`config.mk`:
```
export PLATFORM = sky130hd
export DESIGN_NAME = backward_maccum_seq
export DESIGN_NICKNAME = d
export VERILOG_FILES = /design/src/rtl/backward_maccum_pkg.sv /design/src/rtl/maccum_lane.sv /design/src/rtl/backward_maccum_seq.sv
export SDC_FILE = /design/constraint.sdc
export NUM_CORES = 2
export LEC_CHECK = 0
export CORE_MARGIN = 2
export CORE_UTILIZATION = 57
export CTS_BUF_LIST = sky130_fd_sc_hd__clkbuf_8
export CTS_CLUSTER_DIAMETER = 50
export DETAILED_ROUTE_END_ITERATION = 10
export PLACE_DENSITY = 0.83
export REMOVE_ABC_BUFFERS = 1
export SLEW_MARGIN = 15
export SYNTH_ARGS = -nofsm -noshare
export SYNTH_HDL_FRONTEND = slang
export SYNTH_SLANG_ARGS = --single-unit
```
`constraint.sdc`:
```
create_clock -name iCLK -period 7.5 [get_ports iCLK]
set_clock_uncertainty 0.15 [all_clocks]
set_input_delay 1.5 -clock iCLK [delete_from_list [all_inputs] [get_ports iCLK]]
set_output_delay 1.5 -clock iCLK [all_outputs]
set_load 0.01 [all_outputs]
```
`src/rtl/backward_maccum_pkg.sv`:
```
// Shared types and elaboration helpers for the sequential backward multiply-accumulate.
package backward_maccum_pkg;

    typedef enum logic [1:0] {
        IDLE = 2'd0,
        RUN  = 2'd1,
        HOLD = 2'd2
    } state_t;

    // Counter/index width that never collapses to zero bits.
    function automatic int clogW(input int n);
        return (n <= 2) ? 1 : $clog2(n);
    endfunction

    function automatic int ceilDiv(input int a, input int b);
        return (a + b - 1) / b;
    endfunction

endpackage

```
`src/rtl/maccum_lane.sv`:
```
// One signed WV x WV product, scaled back to WV fixed-point format and wrapped to WV bits.
// Rounding (half up) is enabled by defining BACKWARD_MACCUM_ROUND_EN; otherwise the shift floors.
module maccum_lane #(
    parameter int WV   = 5,
    parameter int FRAC = 2
) (
    input  logic signed [WV-1:0] w,
    input  logic signed [WV-1:0] d,
    output logic signed [WV-1:0] p
);
    localparam int PW = 2 * WV;

    logic signed [PW-1:0] wExt, dExt, prod, biased, scaled;

    assign wExt = PW'(w);
    assign dExt = PW'(d);
    assign prod = wExt * dExt;

`ifdef BACKWARD_MACCUM_ROUND_EN
    generate
        if (FRAC > 0) begin : gRnd
            assign biased = prod + (PW'(1) <<< (FRAC - 1));
        end else begin : gNoRnd
            assign biased = prod;
        end
    endgenerate
`else
    assign biased = prod;
`endif

    // The largest product magnitude leaves headroom for the bias, so nothing wraps before the shift.
    assign scaled = biased >>> FRAC;
    assign p      = WV'(scaled);

endmodule

```
`src/rtl/backward_maccum_seq.sv`:
```
// Time-multiplexed backward matrix-vector MAC: A[c] = sum_k W[c][k]*D[k], NL columns per cycle.
// Build option BACKWARD_MACCUM_ROUND_EN selects round-half-up product scaling inside maccum_lane.
module backward_maccum_seq
    import backward_maccum_pkg::*;
#(
    parameter  int NN   = 7,
    parameter  int NC   = 11,
    parameter  int WV   = 5,
    parameter  int FRAC = 2,
    parameter  int NL   = 1,
    localparam int WA   = WV + $clog2(NN)
) (
    input  logic                  iCLK,
    input  logic                  iRST,
    input  logic                  iValid_AM_Weight,
    output logic                  oReady_AM_Weight,
    input  logic [NC*NN*WV-1:0]   iData_AM_Weight,
    input  logic                  iValid_AM_Delta0,
    output logic                  oReady_AM_Delta0,
    input  logic [NN*WV-1:0]      iData_AM_Delta0,
    output logic                  oValid_BM_Accum2,
    input  logic                  iReady_BM_Accum2,
    output logic [NC*WA-1:0]      oData_BM_Accum2
);
    localparam int S   = ceilDiv(NN, NL);
    localparam int SW  = clogW(S);
    localparam int KW  = clogW(NN + NL);
    localparam int KIW = clogW(NN);

    generate
        if (NL < 1 || NL > NN) begin : gBadNl
            $error("backward_maccum_seq: NL must be within 1..NN");
        end
    endgenerate

    state_t              state;
    logic [SW-1:0]       step;
    logic [KW-1:0]       base;
    logic signed [WV-1:0] wMat [NC][NN];
    logic signed [WV-1:0] dVec [NN];
    logic signed [WA-1:0] acc     [NC];
    logic signed [WA-1:0] laneSum [NC];
    logic signed [WA-1:0] nextAcc [NC];
    logic signed [WV-1:0] laneD [NL];
    logic signed [WV-1:0] laneW [NC][NL];
    logic signed [WV-1:0] laneP [NC][NL];
    logic [NL-1:0]       laneOn;
    logic                accept, lastStep, slotFree;

    assign accept           = (state == IDLE) && iValid_AM_Weight && iValid_AM_Delta0;
    assign oReady_AM_Weight = (state == IDLE) && iValid_AM_Delta0;
    assign oReady_AM_Delta0 = (state == IDLE) && iValid_AM_Weight;
    assign lastStep         = (step == SW'(S - 1));
    assign slotFree         = !oValid_BM_Accum2 || iReady_BM_Accum2;
    assign base             = KW'(step) * KW'(NL);

    // Column k = step*NL + l; lanes past the last column are masked out of the sum.
    generate
        for (genvar l = 0; l < NL; l++) begin : gLane
            logic [KW-1:0]  kIdx;
            logic [KIW-1:0] kSel;
            assign kIdx      = base + KW'(l);
            assign laneOn[l] = (kIdx < KW'(NN));
            assign kSel      = laneOn[l] ? KIW'(kIdx) : '0;
            assign laneD[l]  = dVec[kSel];
            for (genvar c = 0; c < NC; c++) begin : gRow
                assign laneW[c][l] = wMat[c][kSel];
                maccum_lane #(.WV(WV), .FRAC(FRAC)) uLane (
                    .w (laneW[c][l]),
                    .d (laneD[l]),
                    .p (laneP[c][l])
                );
            end
        end
    endgenerate

    always_comb begin
        for (int c = 0; c < NC; c++) begin
            laneSum[c] = '0;
            for (int l = 0; l < NL; l++) begin
                if (laneOn[l]) laneSum[c] = laneSum[c] + WA'(laneP[c][l]);
            end
            nextAcc[c] = acc[c] + laneSum[c];
        end
    end

    always_ff @(posedge iCLK or negedge iRST) begin
        if (!iRST) begin
            state            <= IDLE;
            step             <= '0;
            oValid_BM_Accum2 <= 1'b0;
            oData_BM_Accum2  <= '0;
            for (int c = 0; c < NC; c++) begin
                acc[c] <= '0;
                for (int k = 0; k < NN; k++) wMat[c][k] <= '0;
            end
            for (int k = 0; k < NN; k++) dVec[k] <= '0;
        end else begin
            // A refill below in the same cycle overrides this drain.
            if (oValid_BM_Accum2 && iReady_BM_Accum2) oValid_BM_Accum2 <= 1'b0;
            case (state)
                IDLE: begin
                    if (accept) begin
                        for (int c = 0; c < NC; c++) begin
                            acc[c] <= '0;
                            for (int k = 0; k < NN; k++)
                                wMat[c][k] <= iData_AM_Weight[(c*NN+k)*WV +: WV];
                        end
                        for (int k = 0; k < NN; k++) dVec[k] <= iData_AM_Delta0[k*WV +: WV];
                        step  <= '0;
                        state <= RUN;
                    end
                end
                RUN: begin
                    for (int c = 0; c < NC; c++) acc[c] <= nextAcc[c];
                    if (lastStep) begin
                        step <= '0;
                        if (slotFree) begin
                            for (int c = 0; c < NC; c++) oData_BM_Accum2[c*WA +: WA] <= nextAcc[c];
                            oValid_BM_Accum2 <= 1'b1;
                            state            <= IDLE;
                        end else begin
                            state <= HOLD;
                        end
                    end else begin
                        step <= step + SW'(1);
                    end
                end
                HOLD: begin
                    if (slotFree) begin
                        for (int c = 0; c < NC; c++) oData_BM_Accum2[c*WA +: WA] <= acc[c];
                        oValid_BM_Accum2 <= 1'b1;
                        state            <= IDLE;
                    end
                end
                default: state <= IDLE;
            endcase
        end
    end

endmodule
```
==> flow_summary.toml <==
[critical_path]
path_class = "reg -> reg"
crit_slowest_cell = "fa_1"
endpoint_kind = "register"
worstPathRequired_ns = 7.97
path_max_fanout = 45
cpPeakStageDelay_ns = 0.57
crit_chain = "buf_12 > nand2b_4 > buf_4 > o221ai_1 > a22o_1 > or2_2 > fa_1 > fa_1 > fa_1 > inv_1 > ha_1 > a21o_1 > a21oi_1 > xnor2_1 > xnor2_1 > xnor2_2 > nor2_1 > ha_1 > nand2_1 > o21ai_0 > o41ai_1 > xnor2_1 > or4_1 > nand3_1"
cp.arrival_ns = 7.62
critPathLaunchType = "register"

[yosys]
synth_xor_area_frac = 0.0409
ys_seq_area_frac = 0.417
synth_edf_count = 0
synth_top_family_by_area = "simple AND/OR/NAND/NOR gates"
ys_ff_latch = 602
syn_avg_cell_area_um2 = 8.96
netlist_instances = 4033
post_synth_num_cell_types = 63
muxShareOfSynthArea = 0.0621
synth_ff_type = "dfrtp_1"
ys_warn_count = 0
yosys.area_share.simple = 0.204
netlist_area_um2 = 36200
synth_async_sr_flop_share = 1.00
synth_fa_ha_area_frac = 0.127
synth_compound_area_frac = 0.102

[clocking]
cts_sinks = 602
cts_buffers = 104
tritoncts = "done"
clock_path_buffers = 3
root_buffer = "clkbuf_8"
clk_latency_ns = 0.74
hold_buffers = 0
path_clk_slew_ns = 0.07
h-tree-depth = 3

[routing]
vias = 30976
finalWirelength_um = 109000
antenna_left = 0
viasPerCell = 5.70
first_iter_violations = 3009
dr.pass1.iters = 6
post-route-drc-count = 0
wl_per_cell_um = 20.1

[timing]
hold_ws_ns = 0.319
relSlewSlack = 0.166
hold_viol = 0
fin_ws_ns = 0.349
max_freq_ghz = 0.140
finalMaxSlewViolations = 0
timing.final.crit_share = 0.954
max_slew.worst_pin.slew_ns = 1.25
period_needed_ns = 7.15
finalSetupTns_ns = 0
setup_violations = 0

[hold_path]
min_path_type = "reg -> reg"

[placement]
place_ws_ns = 0.100
post-dp-hpwl_um = 77200
portBuffers = 515
place_area_um2 = 42000
place_congestion = 0.910

[floorplanning]
die_h_um = 256
ios = 516
num_rows = 92
initial_core_util = 0.575
die_w_um = 256
die-area_um2 = 65500
core_area_um2 = 62900

[grt]
grt_max_degree = 187
grt_pass1_vias = 30939
antenna_found_initial = 21
grt_usage = 0.329
gr-total-overflow = 0
grt_pass1_wl_um = 170000

[finish]
drive_gt1_frac = 0.0834
fillCellCount = 4724
final_area_um2 = 44700
syn_to_final_growth_pct = 23.6
final_nets = 5210

[outcome]
status = "finished, final reports clean"

[flow_run]
maxCapViolCount = 0
[cell usage in the layout, fill, tap and decap left out, drive strengths merged, types with 64 or more instances in the layout]
cell and n:
mux2i 105, o21ai 120, clkdlybuf4s50 514, buf 64, a22o 93, nand2 1411
dfrtp 602, fa 110, nor2 240, inv 214, ha 190, clkbuf 134
xnor2 141, a21oi 71
[through the flow]
| step | utilization | instances |
|---|---|---|
| 2_1_floorplan | - | 3798 |
| 3_3_place_gp | 0.669 | 5219 |
| 3_5_place_dp | 0.669 | 5219 |
| 4_1_cts | 0.705 | 5407 |
| 5_1_grt | 0.711 | 5431 |
| 6_report | 0.711 | 5433 |
[metal layers]
metal | track usage | part of all wire | vias to the layer above
met4 | 0.166 | 0.046 | 2
met2 | 0.509 | 0.46 | 1423
met3 | 0.0620 | 0.086 | 277
met1 | 0.447 | 0.41 | 15032
li1 | - | - | 14242
met5 | 0 | 0.00010 | -
[worst max-delay path: cells and delay by family, from the launching register on]
kind,cells,cell delay (ns)
adder cells (fa/ha/maj),5,2.09
XOR/XNOR,4,0.75
flip-flops,1,0.54
AO/OA/AOI/OAI,6,1.31
AND/OR/NAND/NOR,6,1.49
buffers and inverters,3,0.67
[synth_stat cells, types with 22 or more instances]
cell / count / area share
xnor2_1: 141 / 0.034
nor2b_1: 42 / 0.0073
mux4_2: 24 / 0.015
nand2_1: 1408 / 0.15
buf_1: 22 / 0.0023
a22o_1: 93 / 0.023
a21oi_1: 71 / 0.0098
a21o_1: 32 / 0.0066
and2_1: 46 / 0.0080
fa_1: 110 / 0.061
buf_2: 26 / 0.0036
nor2_1: 238 / 0.025
a221oi_1: 22 / 0.0053
ha_1: 190 / 0.066
clkbuf_1: 171 / 0.018
o22ai_1: 48 / 0.0083
o21ai_0: 112 / 0.016
mux2_2: 50 / 0.016
dfrtp_1: 602 / 0.42
inv_1: 183 / 0.019
mux2i_1: 105 / 0.029
o221ai_1: 54 / 0.013
[path summary, 6_finish.rpt]
kind	start	slack, ns	to	depth (start not counted)
max	step[1]	0.35	acc[23]	24
min	wMat[107]	0.32	wMat[107]	2
max reg2reg	step[1]	0.35	acc[23]	24
min reg2reg	wMat[107]	0.32	wMat[107]	2
max in group asynchronous	iRST	5.00	acc[50]	2
min in group asynchronous	iRST	0.74	wMat[189]	1
[flip-flops by register name (all words and copies together) (netlist names)]
signal	cells
wMat	385
acc	88
step	3
oValid_BM_Accum2	1
oData_BM_Accum2	88
state	2
dVec	35
[final cells by class]
class | count | area, um^2 | area share
flip-flops and latches | 602 | 15100 | 0.337
inverters | 186 | 698 | 0.0156
repair buffers | 579 | 5800 | 0.130
multi-input cells | 3012 | 19700 | 0.441
clock buffers | 133 | 1830 | 0.0410
diodes | 20 | 50.0 | 0.00112
well taps | 846 | 1060 | 0.0237
clock inverters | 55 | 460 | 0.0103
[repair_timing]
action | 4_1_cts | 5_1_grt
setup buffers | 0 | 4
gates resized for setup | 0 | 40
setup endpoints to repair | 0 | 27
[kinds of logic after synthesis]
group,Yosys count
DFF,602
xor gates and xnor gates,161
adders and majority gates,300
muxes,187
AOI/OAI and AO/OA,524
and+or+nand+nor,1838
buffers and inverters,421
Power is not shown: default switching activity piles up to over one toggle a cycle in this logic, so the estimate is an artifact.
